File: src/rtl/mips_cpu_muldiv_seq.sv
// MIPS Hi/Lo multiply/divide unit.
// Signed and unsigned multiply and divide run as 32 radix-2 iterations on
// operand magnitudes, followed by one sign-fix cycle. MTHI/MTLO write Hi/Lo
// directly. Define MIPS_CPU_MULDIV_FAST_MUL_EN to compute multiplies in a
// single cycle, skipping the iterative phase.
module mips_cpu_muldiv_seq (
  input  logic        clk,
  input  logic        rst,
  input  logic        start,
  input  logic [2:0]  op,
  input  logic [31:0] a,
  input  logic [31:0] b,
  input  logic        abort,
  input  logic        hilo_rd,
  output logic        busy,
  output logic        done,
  output logic        stall,
  output logic [31:0] hi,
  output logic [31:0] lo
);

  localparam logic [1:0] S_IDLE = 2'd0;
  localparam logic [1:0] S_RUN  = 2'd1;
  localparam logic [1:0] S_FIX  = 2'd2;

  localparam logic [2:0] OP_MULT  = 3'd0;
  localparam logic [2:0] OP_MULTU = 3'd1;
  localparam logic [2:0] OP_DIV   = 3'd2;
  localparam logic [2:0] OP_DIVU  = 3'd3;
  localparam logic [2:0] OP_MTHI  = 3'd4;
  localparam logic [2:0] OP_MTLO  = 3'd5;

  logic [1:0]  state_q, state_d;
  logic [5:0]  cnt_q, cnt_d;
  logic [63:0] acc_q, acc_d;      // multiply: {partial, multiplier}; divide: {remainder, quotient}
  logic [31:0] dsr_q, dsr_d;      // multiplicand or divisor magnitude
  logic [31:0] a_q, a_d;          // raw dividend, returned on divide-by-zero
  logic        is_div_q, is_div_d;
  logic        div0_q, div0_d;
  logic        neg_q_q, neg_q_d;  // negate product / quotient
  logic        neg_r_q, neg_r_d;  // negate remainder
  logic [31:0] hi_q, hi_d;
  logic [31:0] lo_q, lo_d;
  logic        done_q, done_d;

  logic        sgn;
  logic [31:0] a_mag, b_mag;
  logic [32:0] mul_sum;
  logic [32:0] rem_sh;
  logic        rem_ge;
  logic [31:0] rem_sub;
  logic [63:0] prod;
  logic [31:0] quo, rem;

  assign busy  = (state_q != S_IDLE);
  assign done  = done_q;
  assign stall = hilo_rd & busy;
  assign hi    = hi_q;
  assign lo    = lo_q;

  // Next-state, datapath iteration and Hi/Lo update.
  always_comb begin
    state_d  = state_q;
    cnt_d    = cnt_q;
    acc_d    = acc_q;
    dsr_d    = dsr_q;
    a_d      = a_q;
    is_div_d = is_div_q;
    div0_d   = div0_q;
    neg_q_d  = neg_q_q;
    neg_r_d  = neg_r_q;
    hi_d     = hi_q;
    lo_d     = lo_q;
    done_d   = 1'b0;

    sgn   = (op == OP_MULT) || (op == OP_DIV);
    a_mag = (sgn && a[31]) ? -a : a;
    b_mag = (sgn && b[31]) ? -b : b;

    mul_sum = {1'b0, acc_q[63:32]} + {1'b0, (acc_q[0] ? dsr_q : 32'd0)};
    rem_sh  = {acc_q[63:32], acc_q[31]};
    rem_ge  = (rem_sh >= {1'b0, dsr_q});
    // When rem_ge holds, the difference fits in 32 bits.
    rem_sub = rem_sh[31:0] - dsr_q;

    prod = neg_q_q ? -acc_q : acc_q;
    quo  = neg_q_q ? -acc_q[31:0] : acc_q[31:0];
    rem  = neg_r_q ? -acc_q[63:32] : acc_q[63:32];

    case (state_q)
      S_IDLE: begin
        if (start && !abort) begin
          case (op)
            OP_MULT, OP_MULTU, OP_DIV, OP_DIVU: begin
              is_div_d = op[1];
              a_d      = a;
              div0_d   = (b == '0);
              cnt_d    = '0;
              neg_q_d  = sgn && (a[31] ^ b[31]);
              neg_r_d  = sgn && a[31];
              if (op[1]) begin
                acc_d   = {32'd0, a_mag};
                dsr_d   = b_mag;
                state_d = S_RUN;
              end else begin
`ifdef MIPS_CPU_MULDIV_FAST_MUL_EN
                acc_d   = {32'd0, a_mag} * {32'd0, b_mag};
                state_d = S_FIX;
`else
                acc_d   = {32'd0, b_mag};
                dsr_d   = a_mag;
                state_d = S_RUN;
`endif
              end
            end
            OP_MTHI: hi_d = a;
            OP_MTLO: lo_d = a;
            default: ;
          endcase
        end
      end
      S_RUN: begin
        if (abort) begin
          state_d = S_IDLE;
        end else begin
          if (is_div_q) begin
            acc_d = {(rem_ge ? rem_sub : rem_sh[31:0]), acc_q[30:0], rem_ge};
          end else begin
            acc_d = {mul_sum, acc_q[31:1]};
          end
          cnt_d = cnt_q + 6'd1;
          if (cnt_q == 6'd31) state_d = S_FIX;
        end
      end
      S_FIX: begin
        state_d = S_IDLE;
        if (!abort) begin
          done_d = 1'b1;
          if (is_div_q) begin
            if (div0_q) begin
              hi_d = a_q;
              lo_d = '1;
            end else begin
              hi_d = rem;
              lo_d = quo;
            end
          end else begin
            hi_d = prod[63:32];
            lo_d = prod[31:0];
          end
        end
      end
      default: state_d = S_IDLE;
    endcase
  end

  // State and result registers; reset overrides everything.
  always_ff @(posedge clk) begin
    if (rst) begin
      state_q  <= S_IDLE;
      cnt_q    <= '0;
      acc_q    <= '0;
      dsr_q    <= '0;
      a_q      <= '0;
      is_div_q <= 1'b0;
      div0_q   <= 1'b0;
      neg_q_q  <= 1'b0;
      neg_r_q  <= 1'b0;
      hi_q     <= '0;
      lo_q     <= '0;
      done_q   <= 1'b0;
    end else begin
      state_q  <= state_d;
      cnt_q    <= cnt_d;
      acc_q    <= acc_d;
      dsr_q    <= dsr_d;
      a_q      <= a_d;
      is_div_q <= is_div_d;
      div0_q   <= div0_d;
      neg_q_q  <= neg_q_d;
      neg_r_q  <= neg_r_d;
      hi_q     <= hi_d;
      lo_q     <= lo_d;
      done_q   <= done_d;
    end
  end

endmodule

File: config.mk
export PLATFORM = sky130hd
export DESIGN_NAME = mips_cpu_muldiv_seq
export DESIGN_NICKNAME = d
export VERILOG_FILES = /design/src/rtl/mips_cpu_muldiv_seq.sv
export SDC_FILE = /design/constraint.sdc
export NUM_CORES = 1
export LEC_CHECK = 0
export ABC_AREA = 1
export BUFFER_PORTS_ARGS = -buffer_cell sky130_fd_sc_hd__clkbuf_2
export CAP_MARGIN = 20
export CORE_ASPECT_RATIO = 0.75
export CORE_MARGIN = 3
export CORE_UTILIZATION = 35
export DETAILED_ROUTE_END_ITERATION = 7
export SETUP_SLACK_MARGIN = 0.15
export SYNTH_ARGS = -nofsm -noshare
export SYNTH_HDL_FRONTEND = slang
export SYNTH_SLANG_ARGS = --single-unit
File: constraint.sdc
create_clock -name clk -period 3.81 [get_ports clk]
set_input_delay 0.1905 -clock clk [delete_from_list [all_inputs] [get_ports clk]]
set_output_delay 0.1905 -clock clk [all_outputs]
set_load 0.03 [all_outputs]
Word-level counts from Yosys, hierarchy flattened
Cells that the tools add are included.
Cells by class
  $add $sub $neg: 8
  multipliers: 0
  div/mod/pow operators: 0
  $lt $le $gt $ge: 1
  eq/ne operators: 15
  shift operators: 0
  multiplexer cells: 36
  bitwise gates (word level): 3
  reductions and logical operators: 19
Operator list (number)
  $mux 32: 18
  $mux 64: 5
  $neg 32->32: 4
  $pmux 32 s2: 2
  $pmux 64 s2: 1
  $neg 64->64: 1
  $add 32x32->33: 1
  $ge 33x32->1: 1
  $logic_not 32->1: 1
  $sub 32x32->32: 1
  $mux 6: 3
  $pmux 6 s2: 1
  $reduce_and 4->1: 3
  $mux 2: 4
  $add 6x1->6 const B: 1
  $eq 3x2->1 const B: 2
  $eq 3x3->1 const B: 2
  $eq 6x5->1 const B: 1
  $ne 2x1->1 const B: 3
  $ne 2x2->1 const B: 3
  $reduce_and 3->1: 2
  $reduce_bool 2->1: 3
  $logic_and 1x1->1: 4
  $pmux 2 s2: 1
  14 further kinds: 14
Storage, ports and cells
  bits in registers: 205
  latch bits: 0
  RAM bits: 0
  ROM bits: 0
  input port bits: 72
  memories: 0

Depth between registers and ports, before layout
Gate-level depths: netlist (run 1).
  depth in word-level cells: 8
  gate-level depth with buffers: 19

Worst setup path after synthesis (run 1)
No wires, ideal clock.
  path type: reg-to-reg
  from: register acc_q[0]
  to: register acc_q[60]
  library setup time: 0.132 ns
  arrival time: 2.092 ns
  setup slack: 1.586 ns
  cell stages (with the launch flop): 17
  buffers on the path: 2
  cells stage by stage: dfxtp_1 buf_6 clkbuf_1 nand2_1 inv_1 ha_1 nand2_1 nand3_1 inv_1 o21ai_0 nand2_1 nand2_1 nand2_1 nand3_1 nand3_1 nand3_1 a21oi_1
On the way
  word-level cells in the longest chain between the ends: 5
Ends and longest elaborated chain
  start, declared: RTL line 35  | logic [63:0] acc_q, acc_d;
  start signal, assigned: RTL line 162  | acc_q <= '0;
  start signal, assigned: RTL line 175  | acc_q <= acc_d;
  $mux 32: RTL line 80  | mul_sum = {1'b0, acc_q[63:32]} + {1'b0, (acc_q[0] ? dsr_q : 32'd0)};
  $add 32x32->33: RTL line 80
  $mux 64: RTL line 126  | if (is_div_q) begin
  $mux 64: RTL line 123  | if (abort) begin
  $pmux 64 s2: RTL line 90  | case (state_q)
Every way passes these cells. The select of a mux whose other input is x is not followed.
A chain may end at the register's enable or synchronous reset.

Worst setup path in the final report (run 1)
  from: register acc_q[38]
  to: register acc_q[54]
On the way
  word-level cells in the longest chain between the ends: 5
  elaborated cells between the ends (all ways): 7
  those cells by class: add/sub: 2; order compare: 1; mux: 4
Ends and longest elaborated chain
  $sub 32x32->32 / $ge 33x32->1 (equally long branches): RTL line 84, 82
  $mux 32: RTL line 127  | acc_d = {(rem_ge ? rem_sub : rem_sh[31:0]), acc_q[30:0], rem_ge};
  $mux 64 *: RTL line 126
  $mux 64 *: RTL line 123
  $pmux 64 s2 *: RTL line 90
Mark *: on every way between the ends. The rest lies on a longest branch, timed or not. The select of a mux whose other input is x is not followed.

==> results.md, run 1 <==
- Status: complete, no violations
- Final instance area: 22300 µm²
- Post-synthesis sequential area ratio: 20.5%
- Slew HR: 30.4%
- Core area: 56200 µm²
- Slowest CP cell: dfxtp_1
- Ranking of synthesized cells by area: dfxtp_1 21%, nand2_1 19%, inv_1 9.1%
- Clock slew seen by the registers of the worst setup and hold paths: 0.07 ns
- Post-CTS setup buffer count: 0
- Post-synth EDFFs: 0
- Final worst clock skew: 0.0293 ns
- Maximum vdd drop: 294 µV
- Placed Cells: 4369
- Largest net degree at the start of global routing: 95
- Synth top area share: 20.5%
- PwrDens: 310 nW/µm²
- Unrepaired setup endpoints after global routing: false
- Seq cells post-synth: 205
- Synth warn: 0
- Antenna violations before repair: 2
- Via count of the first global-routing pass: 21700
- Crit path max fanout: 38
- Syn avg cell area: 5.56 µm²
- Cell breakdown of the critical path: ha_1 -> nand2_2 -> nor2_1 -> nand3_1 -> nand3_2 -> nand2_2 -> nand2_2 -> nand2_4 -> nand2_4 -> inv_2 -> nand2_1 -> nand3_1 -> nand2_1 -> a21oi_1
- Die boundary width: 282 µm
- CTS tree: done
- Dpl hpwl: 83800 µm
- Hold Fails Final Rpt: 0
- Via density: 5.66
- FF-to-FF setup slack: 0.61 ns
- Final GP Congestion: 1.03
- Largest stage delay, worst path: 0.69 ns
- Num CTS Buffers: 24
- Commonest non-fill, non-tap cell in the layout: nand2_1
- NumNets Final: 3808
- DRC violation total after the first TritonRoute iteration: 4024
- Gr ovfl total: 0
- Synthesized instance count: 3590
- DRC viols: 0
- Clk buf depth: 3
- Syn nets: 3733
- Routed wire length: 103000 µm
- Post-synth ARST share: 0%
- WP data required: 4.22 ns
- Hold crit path type: in2reg
- Max_cap viols: 0
- ANT cells: 0
- Worst Setup End Kind: flop
- Critical path type: reg2reg
- GRT Total Usage: 33.1%
- Slew Viols, Final: 0
- Share of cells above drive strength 1: 8.56%
- Period minus WS final: 3.20 ns
- Period utilization: 84.1%
- FP Rows: 75
- First-pass DRT Iterations: 6
- Most frequent cells in the layout: 989 x nand2_1, 485 x inv_1, 401 x nor2_1
- Cell taking the most area after synthesis: dfxtp_1
- Clock H-tree levels: 1
- I/O pins: 139
- Die area: 60000 µm²
- Lkg Pwr: 11.2 nW
- Via count: 24900
- Synth Flop Type: dfxtp_1
- Mapped Area: 20000 µm²
- Placed cell area: 21400 µm²
- Tot Pwr: 6.91 mW
- Setup TNS: 0 ns
- Worst path most repeated cell: nand2_2
- Netlist cell types: 60
- First-pass GRT wire length: 147000 µm
- Fin cells: 4409
- Area Growth Syn to Fin: 11.4%
- Clock Latency Late Sink: 0.56 ns
- Post_cts resized: 0
- Fmax achieved: 312 MHz
- I/O Buffers: 138
- Clk root buf: clkbuf_16
- # clock sinks: 205
- Worst slew pin tran: 1.04 ns
- Startpoint types: flop
- Final setup vio count: 0
- Routed len/inst: 23.4 µm
- Cts hold-fix bufs: 1
- Chip Height: 213 µm
- Antenna viol nets, final: 0
- CP arrival: 3.61 ns
- Effective utilization at floorplan: 35.5%
[logic make-up after synthesis]
| logic type | Yosys count | synth area share [%] |
|---|---|---|
| simple gates | 1869 | 39.5 |
| compound gates | 725 | 19.8 |
| buf+inv | 651 | 12.6 |
| flops | 205 | 20.5 |
| fa+ha+maj | 71 | 4.52 |
| xor+xnor | 69 | 3.03 |
[per-stage QoR]
step / utilization (%) / hold WS (ns) / setup WS, ns
after floorplan: - / 0.270 / 1.59
after global placement: 38.1 / 0.442 / 0.706
after detailed placement: 38.1 / 0.450 / 0.747
after CTS: 39.6 / 0.00379 / 0.730
after global routing: 39.6 / 0.0226 / 0.459
final: 39.6 / 0.0257 / 0.608
[critical path: cells and delay by family (launching register included)]
| kind | cells | cell delay, ns |
|---|---|---|
| compound gates | 1 | 0.06 |
| flops | 1 | 0.69 |
| buf+inv | 1 | 0.15 |
| simple gates | 11 | 1.77 |
| fa+ha+maj | 1 | 0.37 |
[sequential cells by signal, indices dropped and copies added, names as in the netlist]
register  flops
div0_q        1
neg_q_q       1
lo           32
cnt_q         6
state_q       2
is_div_q      1
dsr_q        32
a_q          32
hi           32
neg_r_q       1
done          1
acc_q        64
[Yosys cell counts, types with 7 or more instances]
cell type,instances
buf_2,20
nand4_1,44
nand3b_1,16
inv_2,14
nor3_1,38
o21bai_1,12
o31ai_1,7
nor2_2,20
and2_1,9
buf_1,20
a31oi_1,13
nor2_1,404
inv_1,485
nand2_1,989
nand3_1,306
or2_2,7
o211ai_1,27
dfxtp_1,205
nand2_2,14
o21ai_1,16
a21oi_1,285
xor2_1,64
ha_1,69
o22ai_1,24
o21a_1,7
clkbuf_1,102
o21ai_0,295
o221ai_1,11
[layout make-up]
type	instances	area [µm²]
Fill cell	6340	34000
Multi-Input combinational cell	2734	13400
Sequential cell	205	4110
Inverter	503	1890
Timing Repair Buffer	197	1160
Tap cell	731	915
Clock buffer	32	682
Clock inverter	7	138
[layer usage]
layer / part of all wire [%] / vias to the layer above / track usage, %
met2: 37 / 1530 / 43.7
met1: 46 / 11500 / 51.4
li1: - / 11800 / -
met5: 0.013 / - / 0
met3: 14 / 150 / 9.42
met4: 2.7 / 2 / 7.65
[report_power, final]
| group | internal [mW] | switching (mW) |
|---|---|---|
| combinational | 0.519 | 1.53 |
| clock | 1.51 | 1.03 |
| sequential | 2.22 | 0.0958 |
| total | 4.25 | 2.65 |
[path summary, 6_finish.rpt]
| path | startpoint | to | cells after the start |
|---|---|---|---|
| max | acc_q[38] | acc_q[54] | 14 |
| max reg2reg | acc_q[38] | acc_q[54] | 14 |
| min | rst | cnt_q[1] | 2 |
| min reg2reg | a_q[13] | a_q[13] | 2 |
(Power assumes the default switching activity.)
==> run 2: changes to the inputs <==
==> constraint.sdc (replaced) <==
create_clock -name clk -period 3 [get_ports clk]
set_input_delay 0.15 -clock clk [delete_from_list [all_inputs] [get_ports clk]]
set_output_delay 0.15 -clock clk [all_outputs]
set_load 0.03 [all_outputs]
==> results.md, run 2 (synthesis results as in run 1) <==
- I/O Buffers: 138
- CTS tree: done
- Startpoint types: flop
- DR WL met3: 15200 µm
- Fmax achieved: 366 MHz
- Placed Cells: 4435
- Die area: 60000 µm²
- Placed cell area: 21900 µm²
- Setup TNS: 0 ns
- Unrepaired setup endpoints after global routing: true
- Area Growth Syn to Fin: 14.6%
- Clock Latency Late Sink: 0.56 ns
- Setup WS post-layout: 0.270 ns
- Top delay family on crit path: simple AND/OR/NAND/NOR gates
- DRC violation total after the first TritonRoute iteration: 3981
- Largest net degree at the start of global routing: 98
- Final setup vio count: 0
- Hold crit path type: in2reg
- Effective utilization at floorplan: 35.5%
- Routed len/inst: 22.5 µm
- Period utilization: 91.0%
- Share of cells above drive strength 1: 11.0%
- Num CTS Buffers: 24
- Clk root buf: clkbuf_16
- Antenna viol nets, final: 0
- Slew HR: 33.2%
- I/O pins: 139
- Crit path max fanout: 15
- Largest stage delay, worst path: 0.45 ns
- Die boundary width: 282 µm
- First-pass DRT Iterations: 6
- Via count of the first global-routing pass: 21400
- Slew Viols, Final: 0
- Commonest non-fill, non-tap cell in the layout: nand2_1
- First-pass GRT wire length: 144000 µm
- Status: complete, no violations
- Final GP Congestion: 1.06
- Via count: 25100
- GRT Total Usage: 32.3%
- Worst path most repeated cell: nand2_1
- Clk buf depth: 3
- Final core occ: 40.7%
- Biggest register: acc_q
- Clock H-tree levels: 1
- Highest metal used: met5
- Cell breakdown of the critical path: buf_6 -> nand2_1 -> inv_1 -> ha_1 -> nand2_1 -> nor2_1 -> nand2_1 -> nor3_1 -> nand2_1 -> nand2_1 -> nand2_1 -> nand3_1 -> nand2_1 -> inv_1 -> nand2_1 -> a21oi_1
- Dpl hpwl: 82300 µm
- Hold Fails Final Rpt: 0
- Period minus WS final: 2.73 ns
- Routed wl met2: 37000 µm
- M1 WL: 46000 µm
- # clock sinks: 205
- Final instance area: 22900 µm²
- Maximum vdd drop: 478 µV
- Chip Height: 213 µm
- Worst slew pin tran: 1.00 ns
- Clock slew seen by the registers of the worst setup and hold paths: 0.06 ns
- Routed wire length: 101000 µm
- Placement Setup Slack: 0.335 ns
- Gr ovfl total: 0
- Max_cap viols: 0
- Max reg flops: 64
- Worst Setup End Kind: flop
- Via density: 5.60
- Antenna violations before repair: 2
- Slowest CP cell: ha_1
- DRC viols: 0
- Most frequent cells in the layout: 987 x nand2_1, 483 x inv_1, 393 x nor2_1
- CP arrival: 3.20 ns
- FP Rows: 75
- Core area: 56200 µm²
- NumNets Final: 3878
- Final worst clock skew: 0.0189 ns
- PwrDens: 385 nW/µm²
- WP buf/inv: 3
- Lkg Pwr: 11.5 nW
- Critical path type: reg2reg
- WP data required: 3.47 ns
- Fin cells: 4481
## run 2: layer usage
| metal | up-vias | global-route usage [%] |
|---|---|---|
| met3 | 138 | 10.7 |
| met2 | 1579 | 41.5 |
| li1 | 11900 | - |
| met1 | 11500 | 50.3 |
| met5 | - | 0 |
| met4 | 2 | 7.02 |
## run 2: path summary, 6_finish.rpt
path           endpoint     start  slack [ns]  cells after the start
max           acc_q[56]  acc_q[0]        0.27                     16
min reg2reg     a_q[10]   a_q[10]        0.46                      2
max reg2reg   acc_q[56]  acc_q[0]        0.27                     16
min          state_q[0]       rst        0.01                      4
## run 2: power breakdown
group / switching [mW] / internal [mW]
clock: 1.34 / 1.81
sequential: 0.100 / 2.82
combinational: 1.98 / 0.769
total: 3.42 / 5.40
## run 2: tightest hold or removal path, delay by kind of cell
kind,cells,cell delay [ns]
buf+inv,2,0.24
simple gates,2,0.12
## run 2: layout make-up
| class | instances | area [µm²] |
|---|---|---|
| flip-flops and latches | 205 | 4110 |
| repair buffers | 267 | 1730 |
| well taps | 731 | 915 |
| clock inverters | 7 | 97.6 |
| inverters | 503 | 1890 |
| clock buffers | 33 | 706 |
| multi-input cells | 2734 | 13400 |
| fillers | 6280 | 33300 |
| diodes | 1 | 2.50 |
## run 2: stage by stage
step | power (mW) | hold WS, ns
detailed placement | 5.58 | 0.444
global placement | 5.60 | 0.438
CTS | 8.68 | 0.000237
floorplan | 4.59 | 0.229
global route | 9.11 | 0.0241
finish | 8.82 | 0.0137
## run 2: repair_timing
action / CTS / global route
gates resized for setup: 0 / 31
setup buffers: 0 / 1
endpoints found under the setup margin: 0 / 17
hold buffers: 4 / 0
endpoints found under the hold margin: 4 / 0
